===== src/rtl/coord_collector_mc_if.sv =====
// -----------------------------------------------------------------------------
// coord_collector_mc_if
// Groups the request inputs and memory/display outputs of coord_collector_mc.
//   slave  modport : collector side (requests in, memory/status out)
//   master modport : driver side (requests out, memory/status in)
// Signals:
//   coord_in   - NUM_CH packed coordinates, channel c at [c*COORD_W +: COORD_W]
//   enter_req  - asynchronous level request to store coord_in
//   finish_req - asynchronous level request to end collection
//   restart    - synchronous pulse, leaves DONE and clears the count
//   mem_addr   - shared write address
//   mem_data   - write data, same packing as coord_in
//   mem_wren   - per-channel write enable (all bits move together)
//   count      - number of stored points (0..DEPTH)
//   last_coord - most recently written tuple
//   full       - count == DEPTH
//   overflow   - sticky, enter accepted while full
//   done       - collection finished
// -----------------------------------------------------------------------------
interface coord_collector_mc_if #(
  parameter int COORD_W = 8,
  parameter int NUM_CH  = 2,
  parameter int DEPTH   = 256,
  parameter int ADDR_W  = $clog2(DEPTH)
);
  logic [NUM_CH*COORD_W-1:0] coord_in;
  logic                      enter_req;
  logic                      finish_req;
  logic                      restart;
  logic [ADDR_W-1:0]         mem_addr;
  logic [NUM_CH*COORD_W-1:0] mem_data;
  logic [NUM_CH-1:0]         mem_wren;
  logic [ADDR_W:0]           count;
  logic [NUM_CH*COORD_W-1:0] last_coord;
  logic                      full;
  logic                      overflow;
  logic                      done;

  modport slave (
    input  coord_in, enter_req, finish_req, restart,
    output mem_addr, mem_data, mem_wren, count, last_coord, full, overflow, done
  );

  modport master (
    output coord_in, enter_req, finish_req, restart,
    input  mem_addr, mem_data, mem_wren, count, last_coord, full, overflow, done
  );
endinterface


===== src/rtl/coord_collector_mc.sv =====
// -----------------------------------------------------------------------------
// coord_collector_mc
// Multi-channel coordinate collector. Each enter event stores the NUM_CH-wide
// coord_in tuple into NUM_CH parallel memories at a shared address; a finish
// event ends collection (DONE) until restart.
// Ports:
//   clk   - system clock
//   reset - synchronous active-high reset
//   bus   - coord_collector_mc_if.slave (requests in, memory/status out)
// Optional feature macro: COORD_DEBOUNCE_EN
//   When defined, each synchronised request is filtered by a counter-based
//   debouncer (DEBOUNCE_CYC stable cycles) before edge detection.
// -----------------------------------------------------------------------------
module coord_collector_mc #(
  parameter int COORD_W      = 8,
  parameter int NUM_CH       = 2,
  parameter int DEPTH        = 256,
  parameter int ADDR_W       = $clog2(DEPTH),
  parameter int DEBOUNCE_CYC = 16
) (
  input  logic                 clk,
  input  logic                 reset,
  coord_collector_mc_if.slave  bus
);
  localparam int              DW      = NUM_CH * COORD_W;
  localparam logic [ADDR_W:0] DEPTH_C = (ADDR_W + 1)'(DEPTH);

  typedef enum logic [1:0] {
    ST_COLLECT = 2'd0,
    ST_WRITE   = 2'd1,
    ST_DONE    = 2'd2
  } state_e;

  state_e            state_q, state_d;
  // bit 0 = enter request, bit 1 = finish request
  logic [1:0]        meta_q, sync_q, prev_q;
  logic [1:0]        lvl_s, ev_s;
  logic [ADDR_W-1:0] addr_q, addr_d;
  logic [DW-1:0]     data_q, data_d;
  logic [DW-1:0]     last_q, last_d;
  logic [ADDR_W:0]   count_q, count_d;
  logic              ovf_q, ovf_d;
  // finish seen while a write is in flight; honoured once the write completes
  logic              fin_pend_q, fin_pend_d;
  logic              full_s, wr_s;

`ifdef COORD_DEBOUNCE_EN
  localparam int               CNT_W    = $clog2(DEBOUNCE_CYC + 1);
  localparam logic [CNT_W-1:0] CNT_LAST = CNT_W'(DEBOUNCE_CYC - 1);
  logic [CNT_W-1:0] db_cnt_q [2];
  logic [1:0]       db_lvl_q;

  // Debouncer: level follows sync only after DEBOUNCE_CYC consecutive differing cycles
  always_ff @(posedge clk) begin
    if (reset) begin
      db_lvl_q <= 2'b00;
      for (int i = 0; i < 2; i++) begin
        db_cnt_q[i] <= {CNT_W{1'b0}};
      end
    end else begin
      for (int i = 0; i < 2; i++) begin
        if (sync_q[i] != db_lvl_q[i]) begin
          if (db_cnt_q[i] == CNT_LAST) begin
            db_lvl_q[i] <= sync_q[i];
            db_cnt_q[i] <= {CNT_W{1'b0}};
          end else begin
            db_cnt_q[i] <= db_cnt_q[i] + CNT_W'(1);
          end
        end else begin
          db_cnt_q[i] <= {CNT_W{1'b0}};
        end
      end
    end
  end

  assign lvl_s = db_lvl_q;
`else
  assign lvl_s = sync_q;
`endif

  // One pulse per rising edge of the conditioned request level
  assign ev_s   = lvl_s & ~prev_q;
  assign full_s = (count_q == DEPTH_C);

  // Next-state and write-enable decode
  always_comb begin
    state_d    = state_q;
    addr_d     = addr_q;
    data_d     = data_q;
    last_d     = last_q;
    count_d    = count_q;
    ovf_d      = ovf_q;
    fin_pend_d = fin_pend_q;
    wr_s       = 1'b0;
    case (state_q)
      ST_COLLECT: begin
        if (ev_s[0] && !full_s) begin
          state_d    = ST_WRITE;
          addr_d     = count_q[ADDR_W-1:0];
          data_d     = bus.coord_in;
          fin_pend_d = ev_s[1];
        end else begin
          fin_pend_d = 1'b0;
          if (ev_s[0]) begin
            ovf_d = 1'b1;
          end else begin
            ovf_d = ovf_q;
          end
          if (ev_s[1]) begin
            state_d = ST_DONE;
          end else begin
            state_d = ST_COLLECT;
          end
        end
      end
      ST_WRITE: begin
        wr_s       = 1'b1;
        count_d    = count_q + {{ADDR_W{1'b0}}, 1'b1};
        last_d     = data_q;
        fin_pend_d = 1'b0;
        if (fin_pend_q || ev_s[1]) begin
          state_d = ST_DONE;
        end else begin
          state_d = ST_COLLECT;
        end
      end
      ST_DONE: begin
        if (bus.restart) begin
          state_d = ST_COLLECT;
          count_d = {(ADDR_W + 1){1'b0}};
          ovf_d   = 1'b0;
        end else begin
          state_d = ST_DONE;
        end
      end
      default: begin
        state_d = ST_COLLECT;
      end
    endcase
  end

  // State, synchroniser and datapath registers
  always_ff @(posedge clk) begin
    if (reset) begin
      state_q    <= ST_COLLECT;
      meta_q     <= 2'b00;
      sync_q     <= 2'b00;
      prev_q     <= 2'b00;
      addr_q     <= {ADDR_W{1'b0}};
      data_q     <= {DW{1'b0}};
      last_q     <= {DW{1'b0}};
      count_q    <= {(ADDR_W + 1){1'b0}};
      ovf_q      <= 1'b0;
      fin_pend_q <= 1'b0;
    end else begin
      state_q    <= state_d;
      meta_q     <= {bus.finish_req, bus.enter_req};
      sync_q     <= meta_q;
      prev_q     <= lvl_s;
      addr_q     <= addr_d;
      data_q     <= data_d;
      last_q     <= last_d;
      count_q    <= count_d;
      ovf_q      <= ovf_d;
      fin_pend_q <= fin_pend_d;
    end
  end

  // reset gates the enable so a write cycle hit by reset never reaches memory
  assign bus.mem_wren   = {NUM_CH{wr_s & ~reset}};
  assign bus.mem_addr   = addr_q;
  assign bus.mem_data   = data_q;
  assign bus.count      = count_q;
  assign bus.last_coord = last_q;
  assign bus.full       = full_s;
  assign bus.overflow   = ovf_q;
  assign bus.done       = (state_q == ST_DONE);
endmodule


===== src/flat_wrapper.sv =====
// flat-port wrapper written by rule: the top's interface ports become plain ports
module coord_collector_mc_flat 
#(
  parameter int COORD_W      = 8,
  parameter int NUM_CH       = 2,
  parameter int DEPTH        = 256,
  parameter int ADDR_W       = $clog2(DEPTH),
  parameter int DEBOUNCE_CYC = 16
)
  (clk, reset, bus_coord_in, bus_enter_req, bus_finish_req, bus_restart, bus_mem_addr, bus_mem_data, bus_mem_wren, bus_count, bus_last_coord, bus_full, bus_overflow, bus_done);
  coord_collector_mc_if #(.COORD_W(COORD_W), .NUM_CH(NUM_CH), .DEPTH(DEPTH), .ADDR_W(ADDR_W)) bus_i ();
  input  logic clk;
  input  logic reset;
  input wire logic [$bits(bus_i.coord_in)-1:0] bus_coord_in;
  input wire logic [$bits(bus_i.enter_req)-1:0] bus_enter_req;
  input wire logic [$bits(bus_i.finish_req)-1:0] bus_finish_req;
  input wire logic [$bits(bus_i.restart)-1:0] bus_restart;
  output wire logic [$bits(bus_i.mem_addr)-1:0] bus_mem_addr;
  output wire logic [$bits(bus_i.mem_data)-1:0] bus_mem_data;
  output wire logic [$bits(bus_i.mem_wren)-1:0] bus_mem_wren;
  output wire logic [$bits(bus_i.count)-1:0] bus_count;
  output wire logic [$bits(bus_i.last_coord)-1:0] bus_last_coord;
  output wire logic [$bits(bus_i.full)-1:0] bus_full;
  output wire logic [$bits(bus_i.overflow)-1:0] bus_overflow;
  output wire logic [$bits(bus_i.done)-1:0] bus_done;
  assign bus_i.coord_in = bus_coord_in;
  assign bus_i.enter_req = bus_enter_req;
  assign bus_i.finish_req = bus_finish_req;
  assign bus_i.restart = bus_restart;
  assign bus_mem_addr = bus_i.mem_addr;
  assign bus_mem_data = bus_i.mem_data;
  assign bus_mem_wren = bus_i.mem_wren;
  assign bus_count = bus_i.count;
  assign bus_last_coord = bus_i.last_coord;
  assign bus_full = bus_i.full;
  assign bus_overflow = bus_i.overflow;
  assign bus_done = bus_i.done;
  coord_collector_mc #(.COORD_W(COORD_W), .NUM_CH(NUM_CH), .DEPTH(DEPTH), .ADDR_W(ADDR_W), .DEBOUNCE_CYC(DEBOUNCE_CYC)) u_core (.clk(clk), .reset(reset), .bus(bus_i));
endmodule

===== config.mk =====
export PLATFORM = sky130hd
export DESIGN_NAME = coord_collector_mc_flat
export DESIGN_NICKNAME = d
export VERILOG_FILES = /design/src/rtl/coord_collector_mc_if.sv /design/src/rtl/coord_collector_mc.sv /design/src/flat_wrapper.sv
export SDC_FILE = /design/constraint.sdc
export NUM_CORES = 1
export LEC_CHECK = 0
export ABC_CLOCK_PERIOD_IN_PS = 1600
export BUFFER_PORTS_ARGS = -buffer_cell sky130_fd_sc_hd__buf_4
export CORE_ASPECT_RATIO = 0.6
export CORE_MARGIN = 2
export CORE_UTILIZATION = 40
export DETAILED_ROUTE_END_ITERATION = 7
export PLACE_DENSITY = 0.79
export SLEW_MARGIN = 40
export SYNTH_ARGS = -nofsm -noshare
export SYNTH_HDL_FRONTEND = slang
export SYNTH_SLANG_ARGS = --single-unit

===== constraint.sdc =====
create_clock -name clk -period 1.6 [get_ports clk]
set_input_delay 0 -clock clk [delete_from_list [all_inputs] [get_ports clk]]
set_output_delay 0 -clock clk [all_outputs]
set_load 0.01 [all_outputs]

---- Word-level counts from Yosys, hierarchy flattened ----
Cells that the tools add are included.
cells by class
  eq/ne operators ......................... 6
  bitwise gates (word level) .............. 4
  add/sub/neg operators ................... 1
  reduce and logical (&&, ||, !) cells .... 10
  muxes and demuxes ....................... 14
operators by type and width
  cell                 number
  $pmux 9 s2           1
  $add 9x1->9 const B  1
  $eq 9x9->1 const B   1
  $mux 9               1
  $mux 2               4
  $pmux 2 s3           1
  $reduce_bool 2->1    3
  $mux 1               5
  $ne 2x2->1 const B   2
  $pmux 1 s2           2
  $reduce_and 2->1     2
  $reduce_and 4->1     1
  $and 2x2->2          1
  $eq 2x1->1 const B   1
  $eq 2x2->1 const B   1
  $logic_not 2->1      1
  $ne 2x1->1 const B   1
  $not 2->2            1
  $and 1x1->1          1
  $logic_and 1x1->1    1
  $logic_not 1->1      1
  $logic_or 1x1->1     1
  $not 1->1            1
storage, ports and cells
  logic and storage cells ................. 45
  bits of input ports ..................... 21
  register bits after elaboration ......... 59

---- Longest topological paths before layout ----
Gate-level depths: netlist of the first run.
  word-level depth ........................ 5
  mapped depth ............................ 8
  depth with buffers taken out ............ 6

---- Worst setup path before layout of the first run ----
No wires, ideal clock.
  kind .................................... flip-flop to flip-flop
  from .................................... register u_core.count_q[0] (netlist: u_core.bus.count[0])
  to ...................................... register u_core.addr_q[0] (netlist: u_core.bus.mem_addr[0])
  clock period less this slack ............ 1628 ps
  path slack .............................. -28 ps
  library setup time ...................... 128 ps
  arrival time ............................ 1501 ps
  data required time ...................... 1472 ps
  cell stages (with the launch flop) ...... 9
  path through ............................ dfxtp_1 > inv_1 > ha_1 > nor4b_1 > a21boi_1 > buf_6 > buf_12 > mux2i_1 > nor2_1
between the ends
  word-level cells in the longest chain between the ends .. 4
ends and longest elaborated chain
  what                               RTL line                   RTL
  start: declaration                 coord_collector_mc.sv:41   logic [ADDR_W:0] count_q, count_d;
  start signal: assignment           coord_collector_mc.sv:152  count_q <= {(ADDR_W + 1){1'b0}};
  start signal: assignment           coord_collector_mc.sv:163  count_q <= count_d;
  $eq 9x9->1                         coord_collector_mc.sv:83   assign full_s = (count_q == DEPTH_C);
  $logic_not 1->1                    coord_collector_mc.sv:97   if (ev_s[0] && !full_s) begin
  $logic_and 1x1->1                  coord_collector_mc.sv:97
  $reduce_and 2->1 (no source line)  --
  end signal: assignment             coord_collector_mc.sv:149  addr_q <= {ADDR_W{1'b0}};
  end signal: assignment             coord_collector_mc.sv:160  addr_q <= addr_d;
  end: declaration                   coord_collector_mc.sv:38   logic [ADDR_W-1:0] addr_q, addr_d;
Several ways; a longest one is shown, not always the timed one.
A chain may end at the register's enable or synchronous reset.

---- Worst setup path after layout of the first run ----
  from .................................... register u_core.state_q[0]
  to ...................................... register u_core.data_q[12] (netlist: u_core.bus.mem_data[12])
between the ends
  word-level cells in the longest chain between the ends .. 2
ends and longest elaborated chain
  what                               RTL line                   RTL
  start: declaration                 coord_collector_mc.sv:34   state_e state_q, state_d;
  start signal: assignment           coord_collector_mc.sv:156  state_q <= state_d;
  $logic_not 2->1                    coord_collector_mc.sv:95   case (state_q)
  $reduce_and 2->1 (no source line)  --
  end signal: assignment             coord_collector_mc.sv:150  data_q <= {DW{1'b0}};
  end signal: assignment             coord_collector_mc.sv:161  data_q <= data_d;
  end: declaration                   coord_collector_mc.sv:39   logic [DW-1:0] data_q, data_d;
No other way between the ends.

==> flow_summary_export.csv, run 1 <==
group,metric,value,unit
status,outcome,"finished, final reports clean",
yosys,ys_types,37,
finish,drive_gt1_frac,0.328,
yosys,ys_ff_latch,59,
timing,rsz0062_at_grt,"no",
timing,min_period,1520,ps
timing,hold_viol_final,0,
grt,antenna_found_initial,0,
cts,numCtsBuffers,9,
power,ir_drop,0.574,mV
die,dieArea,6280,um^2
cts,cts_tree,"built",
cts,root_buffer,"clkbuf_8",
worst_setup_path,critPathKind,"flop to flop",
die,core_area,5520,um^2
routing,antenna_left,0,
yosys,syn_nets,263,
die,die_y,62.2,um
placement,hpwl,3.56,mm
cts,clk_latency,330,ps
finish,fin_nets,369,
die,rows,21,
worst_setup_path,cp_max_fo,6,
yosys,syn-cell-area,2260,um^2
job,cap_violations,0,
grt,grt_first_pass_wirelength,9.14,mm
timing,setup_viol,0,
finish,fillCellCount,477,
power,leakage,1.45,nW
yosys,yosysTopAreaCellShare,0.523,
yosys,synth.most_common_cell,"dfxtp_1",
worst_setup_path,crit_path_start_kind,"flop",
yosys,postSynthAreaPerCell,9.40,um^2
yosys,yosysSeqAreaShare,0.523,
timing,holdWs,25.5,ps
die,die_w,101,um
routing,via_per_inst,4.79,
placement,pre_cts_ws,-78.9,ps
timing,slew_headroom,0.763,
yosys,yosysTopAreaCell,"dfxtp_1",
worst_setup_path,slowest_delay,340,ps
routing,wire_per_inst,13.3,um
yosys,netlist_instances,240,
worst_setup_path,r2r-start,"u_core.state_q[0]$_SDFF_PP0_",
grt,grt_pass1_vias,1856,
routing,drt_pre_antenna_iters,4,
timing,slew_violations,0,
yosys,synth_edf_count,0,
timing,worstMarginPinSlew,355,ps
routing,drt_iter0_drc,57,
worst_setup_path,cp.arrival,1720,ps
cts,cts_max_path_buffers,2,
placement,gp_congestion,0.800,
grt,grt_usage,0.188,
worst_setup_path,path_cells,"nor4b_4, a21boi_4, buf_4, mux2i_1, nor2_1",
finish,area_delta_synth_final,50.3,%
grt,overflow,0,
timing,fin_ws,77.1,ps
timing,skew,9.67,ps
yosys,synth_area_leaders,"dfxtp_1 (52%), mux2i_1 (11%), nor2_1 (6.3%)",
finish,num_antenna_cells,0,
min_path,hold_path_class,"input pin to flop",
cts,numClockSinks,59,
routing,drt-total-wl,5.60,mm
min_path,hold_path.startpoint,"reset",
die,start_util,0.409,
cts,post_cts_buffers,0,
die,ios,75,
yosys,yosys-top-cells-count,"dfxtp_1 (59), nor2_1 (38), nand2_1 (34)",
timing,max_freq,657,MHz
cts,cts-htree-levels,3,
worst_setup_path,worstSetupEndpointType,"flop",
worst_setup_path,worst_ep_required_time,1800,ps
timing,post-route-period-util,0.952,
placement,port_buffers,74,
worst_setup_path,startpoint,"u_core.state_q[0]$_SDFF_PP0_",
routing,vias,2012,
worst_setup_path,slowest_stage,"dfxtp_2",
yosys,async_flop_share,0,
routing,drc_errors,0,
grt,grt_max_degree,33,
cts,clkTransAtPathRegs,70,ps
power,power_density,936,nW/um^2
yosys,yosys_warnings,0,
yosys,synthFlopType,"dfxtp_1",
[stage by stage]
step	instance area, um^2	setup TNS [ps]	std cells	total power, mW	util
2_1_floorplan	2260	0	240	1.65	-
3_3_place_gp	2950	-801	385	1.73	0.534
3_5_place_dp	2950	-1590	385	1.74	0.534
4_1_cts	3360	0	420	3.21	0.608
5_1_grt	3390	0	420	3.31	0.615
6_report	3390	0	420	3.17	0.615
[repair_timing]
item                                   4_1_cts  5_1_grt
hold buffers                                19        0
resized for setup                            3        7
gates cloned                                 0        0
endpoints found under the hold margin       19        0
setup endpoints to repair                   29       15
[cell usage in the layout, fill, tap and decap left out, drive strengths merged, types with 7 or more instances in the layout]
| master | count |
|---|---|
| dlygate4sd3 | 19 |
| nor2 | 38 |
| a21oi | 23 |
| nor2b | 7 |
| mux2i | 24 |
| nand2 | 34 |
| dfxtp | 59 |
| buf | 92 |
| clkbuf | 10 |
[power breakdown]
part / internal, mW / total [mW] / switching (mW)
registers: 1.49 / 1.51 / 0.0164
clock network: 0.866 / 1.42 / 0.557
logic: 0.134 / 0.242 / 0.107
[per-layer routing]
layer	vias to the layer above	global-route usage	wire length [um]
li1	1012	-	-
met1	932	0.259	2720
met2	63	0.280	2440
met3	5	0.0755	402
met4	0	0.0405	38
met5	-	0	0
[cell type report]
type                    count  area [um^2]  area share
well taps                  69         86.3      0.0255
inverters                   4         15.0     0.00443
clock inverters             6         80.1      0.0236
repair buffers            111          906       0.267
clock buffers              10          128      0.0376
flip-flops and latches     59         1180       0.349
multi-input cells         161          993       0.293
[logic make-up after synthesis]
group                    share of synthesized area
AO/OA/AOI/OAI                               0.0920
adder cells (fa/ha/maj)                     0.0111
AND/OR/NAND/NOR                              0.193
flip-flops                                   0.523
buffers and inverters                       0.0571
XOR/XNOR                                    0.0116
multiplexers                                 0.111
[worst paths after layout]
check	endpoint	slack [ps]	cells after the start
worst max-delay path	u_core.bus.mem_data[12]$_SDFFE_PP0P_	80	5
worst min-delay path	u_core.bus.mem_addr[3]$_SDFFE_PP0P_	30	2
worst max register to register	u_core.bus.mem_data[12]$_SDFFE_PP0P_	80	5
worst min register to register	u_core.lvl_s[0]$_SDFF_PP0_	430	1
[flip-flops by register name (all words and copies together) (netlist names)]
| signal | cells |
|---|---|
| u_core.bus.overflow | 1 |
| u_core.state_q | 2 |
| u_core.bus.mem_data | 16 |
| u_core.bus.mem_addr | 8 |
| u_core.bus.count | 9 |
| u_core.meta_q | 2 |
| u_core.prev_q | 2 |
| u_core.fin_pend_q | 1 |
| u_core.lvl_s | 2 |
| u_core.bus.last_coord | 16 |
[critical path: cells and delay by family, from the launching register on]
family | cells | cell delay [ps]
flops | 1 | 340
mux | 1 | 230
compound gates | 1 | 250
simple gates | 2 | 370
buf+inv | 1 | 200
(Power assumes the default switching activity.)
==> run 2: changes to the inputs <==
ABC_CLOCK_PERIOD_IN_PS = 1500   (was 1600)
PLACE_DENSITY = 0.77   (was 0.79)
clock period = 1.5 ns   (was 1.6 ns; I/O delays follow)
==> run 2 against run 1 <==
Net effect:
- the run now ends with negative setup slack left
- global-route usage rose by 0.89 points
- critical path depth rose by 3
- maximum frequency fell by 3.0%
- worst hold slack improved by 400 ps
- largest cell class unchanged
==> flow_summary_export.csv, run 2 (synthesis results as in run 1) <==
group,metric,value,unit
worst_setup_path,worst_ep_required_time,1710,ps
finish,layout_commonest_cell,"buf_4",
timing,slew_violations,0,
min_path,min_to,"u_core.meta_q[1]$_SDFF_PP0_",
power,leakage,1.47,nW
routing,wire_per_inst,13.8,um
timing,post-route-period-util,1.05,
worst_setup_path,cp.arrival,1780,ps
min_path,hold_path.startpoint,"bus_finish_req",
finish,area_delta_synth_final,53.9,%
status,outcome,"finished, violations left",
worst_setup_path,r2r-start,"u_core.bus.count[1]$_SDFFE_PP0P_",
routing,drt_pre_antenna_iters,4,
routing,drt_iter0_drc,127,
worst_setup_path,cp_max_fo,18,
cts,clk_latency,330,ps
worst_setup_path,worstSetupEndpointType,"flop",
die,dieArea,6280,um^2
worst_setup_path,path_depth,8,
timing,worstMarginPinSlew,327,ps
worst_setup_path,r2r_slack,-70,ps
grt,antenna_found_initial,0,
worst_setup_path,reg2reg_to,"u_core.bus.mem_data[14]$_SDFFE_PP0P_",
timing,slew_headroom,0.782,
cts,cts_tree,"built",
worst_setup_path,crit_path_start_kind,"flop",
worst_setup_path,slowest_stage,"dfxtp_4",
grt,grt_first_pass_wirelength,9.43,mm
die,core_area,5520,um^2
routing,via_per_inst,4.88,
worst_setup_path,reg2regPathDepth,8,
routing,vias,2077,
timing,skew,9.28,ps
worst_setup_path,critPathKind,"flop to flop",
timing,rsz0062_at_grt,"yes",
die,die_y,62.2,um
placement,port_buffers,74,
timing,max_freq,637,MHz
placement,hpwl,3.81,mm
grt,grt_max_degree,35,
timing,hold_viol_final,0,
finish,fillCellCount,438,
finish,num_antenna_cells,0,
routing,drc_errors,0,
timing,setup_viol,24,
grt,grt_pass1_vias,1953,
die,die_w,101,um
finish,fin_util,0.630,
finish,final_cell_mix,"buf_4 (89), dfxtp_1 (55), nor2_1 (37)",
power,ir_drop,0.673,mV
finish,fin_nets,376,
power,total_power,3.21,mW
cts,cts_max_path_buffers,2,
die,rows,21,
grt,overflow,0,
worst_setup_path,crit_family,"buffers and inverters",
die,ios,75,
worst_setup_path,slowest_delay,350,ps
cts,root_buffer,"clkbuf_8",
routing,drt-total-wl,5.87,mm
cts,numCtsBuffers,9,
worst_setup_path,cp_num_buf_inv,3,
min_path,hold_path_class,"input pin to flop",
grt,grt_usage,0.197,
cts,clkTransAtPathRegs,70,ps
worst_setup_path,path_cells,"inv_2, ha_4, nor4b_4, buf_4, a21boi_4, buf_12, mux2i_1, nor2_1",
job,cap_violations,0,
cts,cts-htree-levels,3,
status,violations,"negative setup slack",
timing,min_period,1570,ps
timing,fin_ws,-69.4,ps
finish,drive_gt1_frac,0.359,
min_path,min_delay_path_depth,3,
die,start_util,0.409,
power,power_density,923,nW/um^2
placement,gp_congestion,0.866,
routing,antenna_left,0,
cts,numClockSinks,59,
[run 2: worst max-delay path by stage]
| stage | from | endpoint |
|---|---|---|
| 2_1_floorplan | u_core.bus.count[1]$_SDFFE_PP0P_ | u_core.bus.mem_addr[7]$_SDFFE_PP0P_ |
| 3_3_place_gp | u_core.state_q[0]$_SDFF_PP0_ | u_core.bus.mem_data[8]$_SDFFE_PP0P_ |
| 3_5_place_dp | u_core.state_q[0]$_SDFF_PP0_ | u_core.bus.mem_addr[0]$_SDFFE_PP0P_ |
| 4_1_cts | u_core.bus.count[1]$_SDFFE_PP0P_ | u_core.bus.mem_data[12]$_SDFFE_PP0P_ |
| 5_1_grt | u_core.bus.count[1]$_SDFFE_PP0P_ | u_core.bus.mem_data[8]$_SDFFE_PP0P_ |
| 6_report | u_core.bus.count[1]$_SDFFE_PP0P_ | u_core.bus.mem_data[14]$_SDFFE_PP0P_ |
[run 2: worst register-to-register path: cells and delay by family (launching register included)]
family,cells,cell delay [ps]
buf+inv,3,380
flops,1,350
mux,1,220
compound gates,1,200
simple gates,2,170
fa+ha+maj,1,140
[run 2: area by class of cell]
| type | instances | area (um^2) | share of cell area |
|---|---|---|---|
| Multi-Input combinational cell | 161 | 1010 | 0.292 |
| Clock inverter | 5 | 36.3 | 0.0104 |
| Sequential cell | 59 | 1190 | 0.343 |
| Clock buffer | 10 | 149 | 0.0429 |
| Timing Repair Buffer | 118 | 982 | 0.283 |
| Inverter | 4 | 15.0 | 0.00432 |
| Tap cell | 69 | 86.3 | 0.0248 |
[run 2: metal layers]
metal	global-route usage	vias to the layer above	wire, um
met5	0	-	0
met4	0.0507	0	26
met3	0.0788	5	298
met2	0.303	64	2590
met1	0.259	978	2950
li1	-	1030	-
[run 2: where the power goes]
part	switching (mW)	total (mW)	internal [mW]
clock network	0.642	1.33	0.692
logic	0.116	0.267	0.151
registers	0.0169	1.61	1.59
[run 2: repair_timing]
item	CTS	global route
setup endpoints to repair	27	28
hold buffers	20	0
pin swaps	1	2
gates resized for setup	9	10
endpoints found under the hold margin	19	0
buffers inserted	1	2
[run 2: metrics by stage]
stage | hold WS [ps] | instances | TNS [ps] | worst slack (ps) | area, um^2
2_1_floorplan | 128 | 240 | -20.5 | -2.05 | 2280
3_3_place_gp | 216 | 388 | -276 | -17.9 | 2990
3_5_place_dp | 217 | 388 | -741 | -52.0 | 2990
4_1_cts | 393 | 424 | -1300 | -73.8 | 3420
5_1_grt | 406 | 426 | -2970 | -155 | 3470
6_report | 424 | 426 | -1100 | -69.4 | 3470
==> run 3: changes to the inputs <==
CORE_ASPECT_RATIO = 1.5   (was 0.6)
MAX_ROUTING_LAYER = met4   (was default)
PLACE_DENSITY = 0.67   (was 0.77)
==> run 3 against run 2 <==
Net effect:
- the flow still finishes with violations (negative setup slack)
- maximum frequency increased by 3.1%
- core utilization increased by 1.0 points
- combinational power increased by 3%
- clock-buffer cell count increased by 1
- worst setup slack improved by 47 ps
- global-route usage increased by 0.30 points
- largest cell class unchanged
==> flow_summary_export.csv, run 3 (synthesis results as in run 1) <==
group,metric,value,unit
cts,clk_latency,340,ps
die,ios,75,
grt,antenna_found_initial,0,
placement,hpwl,3.76,mm
die,die_y,96,um
die,start_util,0.414,
cts,cts-htree-levels,3,
timing,setup_viol,9,
grt,overflow,0,
finish,final_cell_mix,"buf_4 (92), dfxtp_1 (55), nor2_1 (37)",
routing,vias,2046,
die,rows,33,
timing,slew_violations,0,
placement,dp.cells,388,
routing,via_per_inst,4.79,
placement,pre_cts_ws,-65.7,ps
timing,fin_ws,-22.6,ps
cts,cts_tree,"built",
finish,multi_input_area,1020,um^2
worst_setup_path,cp_max_fo,7,
finish,fillCellCount,477,
finish,num_antenna_cells,0,
timing,worstMarginPinSlew,324,ps
finish,final_cells,427,
finish,fin_nets,375,
grt,grt_first_pass_wirelength,9.20,mm
status,violations,"negative setup slack",
timing,post-route-period-util,1.02,
worst_setup_path,startpoint,"u_core.state_q[0]$_SDFF_PP0_",
min_path,hold_path.startpoint,"reset",
worst_setup_path,r2r-start,"u_core.state_q[0]$_SDFF_PP0_",
timing,skew,4.63,ps
placement,place_area,3000,um^2
grt,grt_usage,0.200,
timing,rsz0062_at_grt,"yes",
worst_setup_path,worstSetupEndpointType,"flop",
timing,hold_viol_final,0,
finish,drive_gt1_frac,0.370,
power,ir_drop,0.767,mV
routing,wire_per_inst,13.2,um
routing,drt_iter0_drc,126,
finish,layout_commonest_cell,"buf_4",
placement,port_buffers,74,
cts,numClockSinks,59,
timing,holdWs,11.4,ps
die,core_area,5450,um^2
timing,min_period,1520,ps
timing,slew_headroom,0.781,
timing,fin_tns_setup,-85.1,ps
finish,regArea,1190,um^2
timing,max_freq,657,MHz
routing,drt_pre_antenna_iters,5,
cts,cts_max_path_buffers,2,
routing,drt-total-wl,5.65,mm
finish,fin_area,3490,um^2
placement,gp_congestion,0.849,
worst_setup_path,crit_path_start_kind,"flop",
grt,grt_max_degree,30,
routing,drc_errors,0,
grt,grt_pass1_vias,2076,
status,outcome,"finished, violations left",
finish,area_delta_synth_final,54.5,%
die,die_w,65.3,um
min_path,hold_path_class,"input pin to flop",
cts,numCtsBuffers,9,
worst_setup_path,worst_ep_required_time,1720,ps
power,power_density,943,nW/um^2
worst_setup_path,critPathKind,"flop to flop",
job,cap_violations,0,
cts,clkTransAtPathRegs,60,ps
routing,antenna_left,0,
worst_setup_path,cp.arrival,1740,ps
power,leakage,1.48,nW
die,dieArea,6270,um^2
cts,root_buffer,"clkbuf_8",
-- run 3: changes by cell type in the layout (fill, tap and decap cells not counted), sizes merged --
cell	previous run	this run
clkinvlp	3	0
bufinv	0	1
clkinv	1	3
dlygate4sd3	20	19
clkbuf	10	11
-- run 3: metal layers --
layer | track usage | vias to the layer above | part of all wire
met2 | 0.344 | 60 | 0.52
met5 | - | - | 0
met1 | 0.208 | 947 | 0.41
met3 | 0.0398 | 13 | 0.047
li1 | - | 1026 | -
met4 | 0.128 | 0 | 0.028
-- run 3: cell type report --
class,count,share of cell area
well taps,70,0.0251
repair buffers,117,0.279
inverters,4,0.00574
clock inverters,5,0.0147
flip-flops and latches,59,0.341
multi-input cells,161,0.293
clock buffers,11,0.0405
-- run 3: critical path: stages (launching register included) --
cell	delay, ps
dfxtp_2	340
nor4b_4	290
a21boi_4	320
buf_6	190
mux2i_2	210
nor2_1	50
-- run 3: path summary, 6_finish.rpt --
kind / slack (ps) / to / depth (start not counted)
min reg2reg: 440 / u_core.lvl_s[1]$_SDFF_PP0_ / 1
max: -20 / u_core.bus.mem_data[7]$_SDFFE_PP0P_ / 5
max reg2reg: -20 / u_core.bus.mem_data[7]$_SDFFE_PP0P_ / 5
min: 10 / u_core.bus.mem_addr[6]$_SDFFE_PP0P_ / 2
-- run 3: metrics by stage --
| step | util | power [mW] |
|---|---|---|
| after floorplan | - | 1.75 |
| after global placement | 0.550 | 1.86 |
| after detailed placement | 0.550 | 1.86 |
| after CTS | 0.631 | 3.31 |
| after global routing | 0.640 | 3.41 |
| final | 0.640 | 3.29 |
-- run 3: timing repair --
item | 4_1_cts | 5_1_grt
pin swaps | 3 | 7
setup endpoints to repair | 27 | 31
hold buffers | 19 | 0
resized for setup | 10 | 11
cloned | 0 | 0
endpoints found under the hold margin | 19 | 0
setup buffers | 3 | 1
-- run 3: power breakdown --
part           internal (mW)  leakage (nW)  switching, mW
combinational          0.158         0.899          0.118
sequential              1.59         0.480         0.0180
clock                  0.804         0.103          0.603
total                   2.55          1.48          0.738
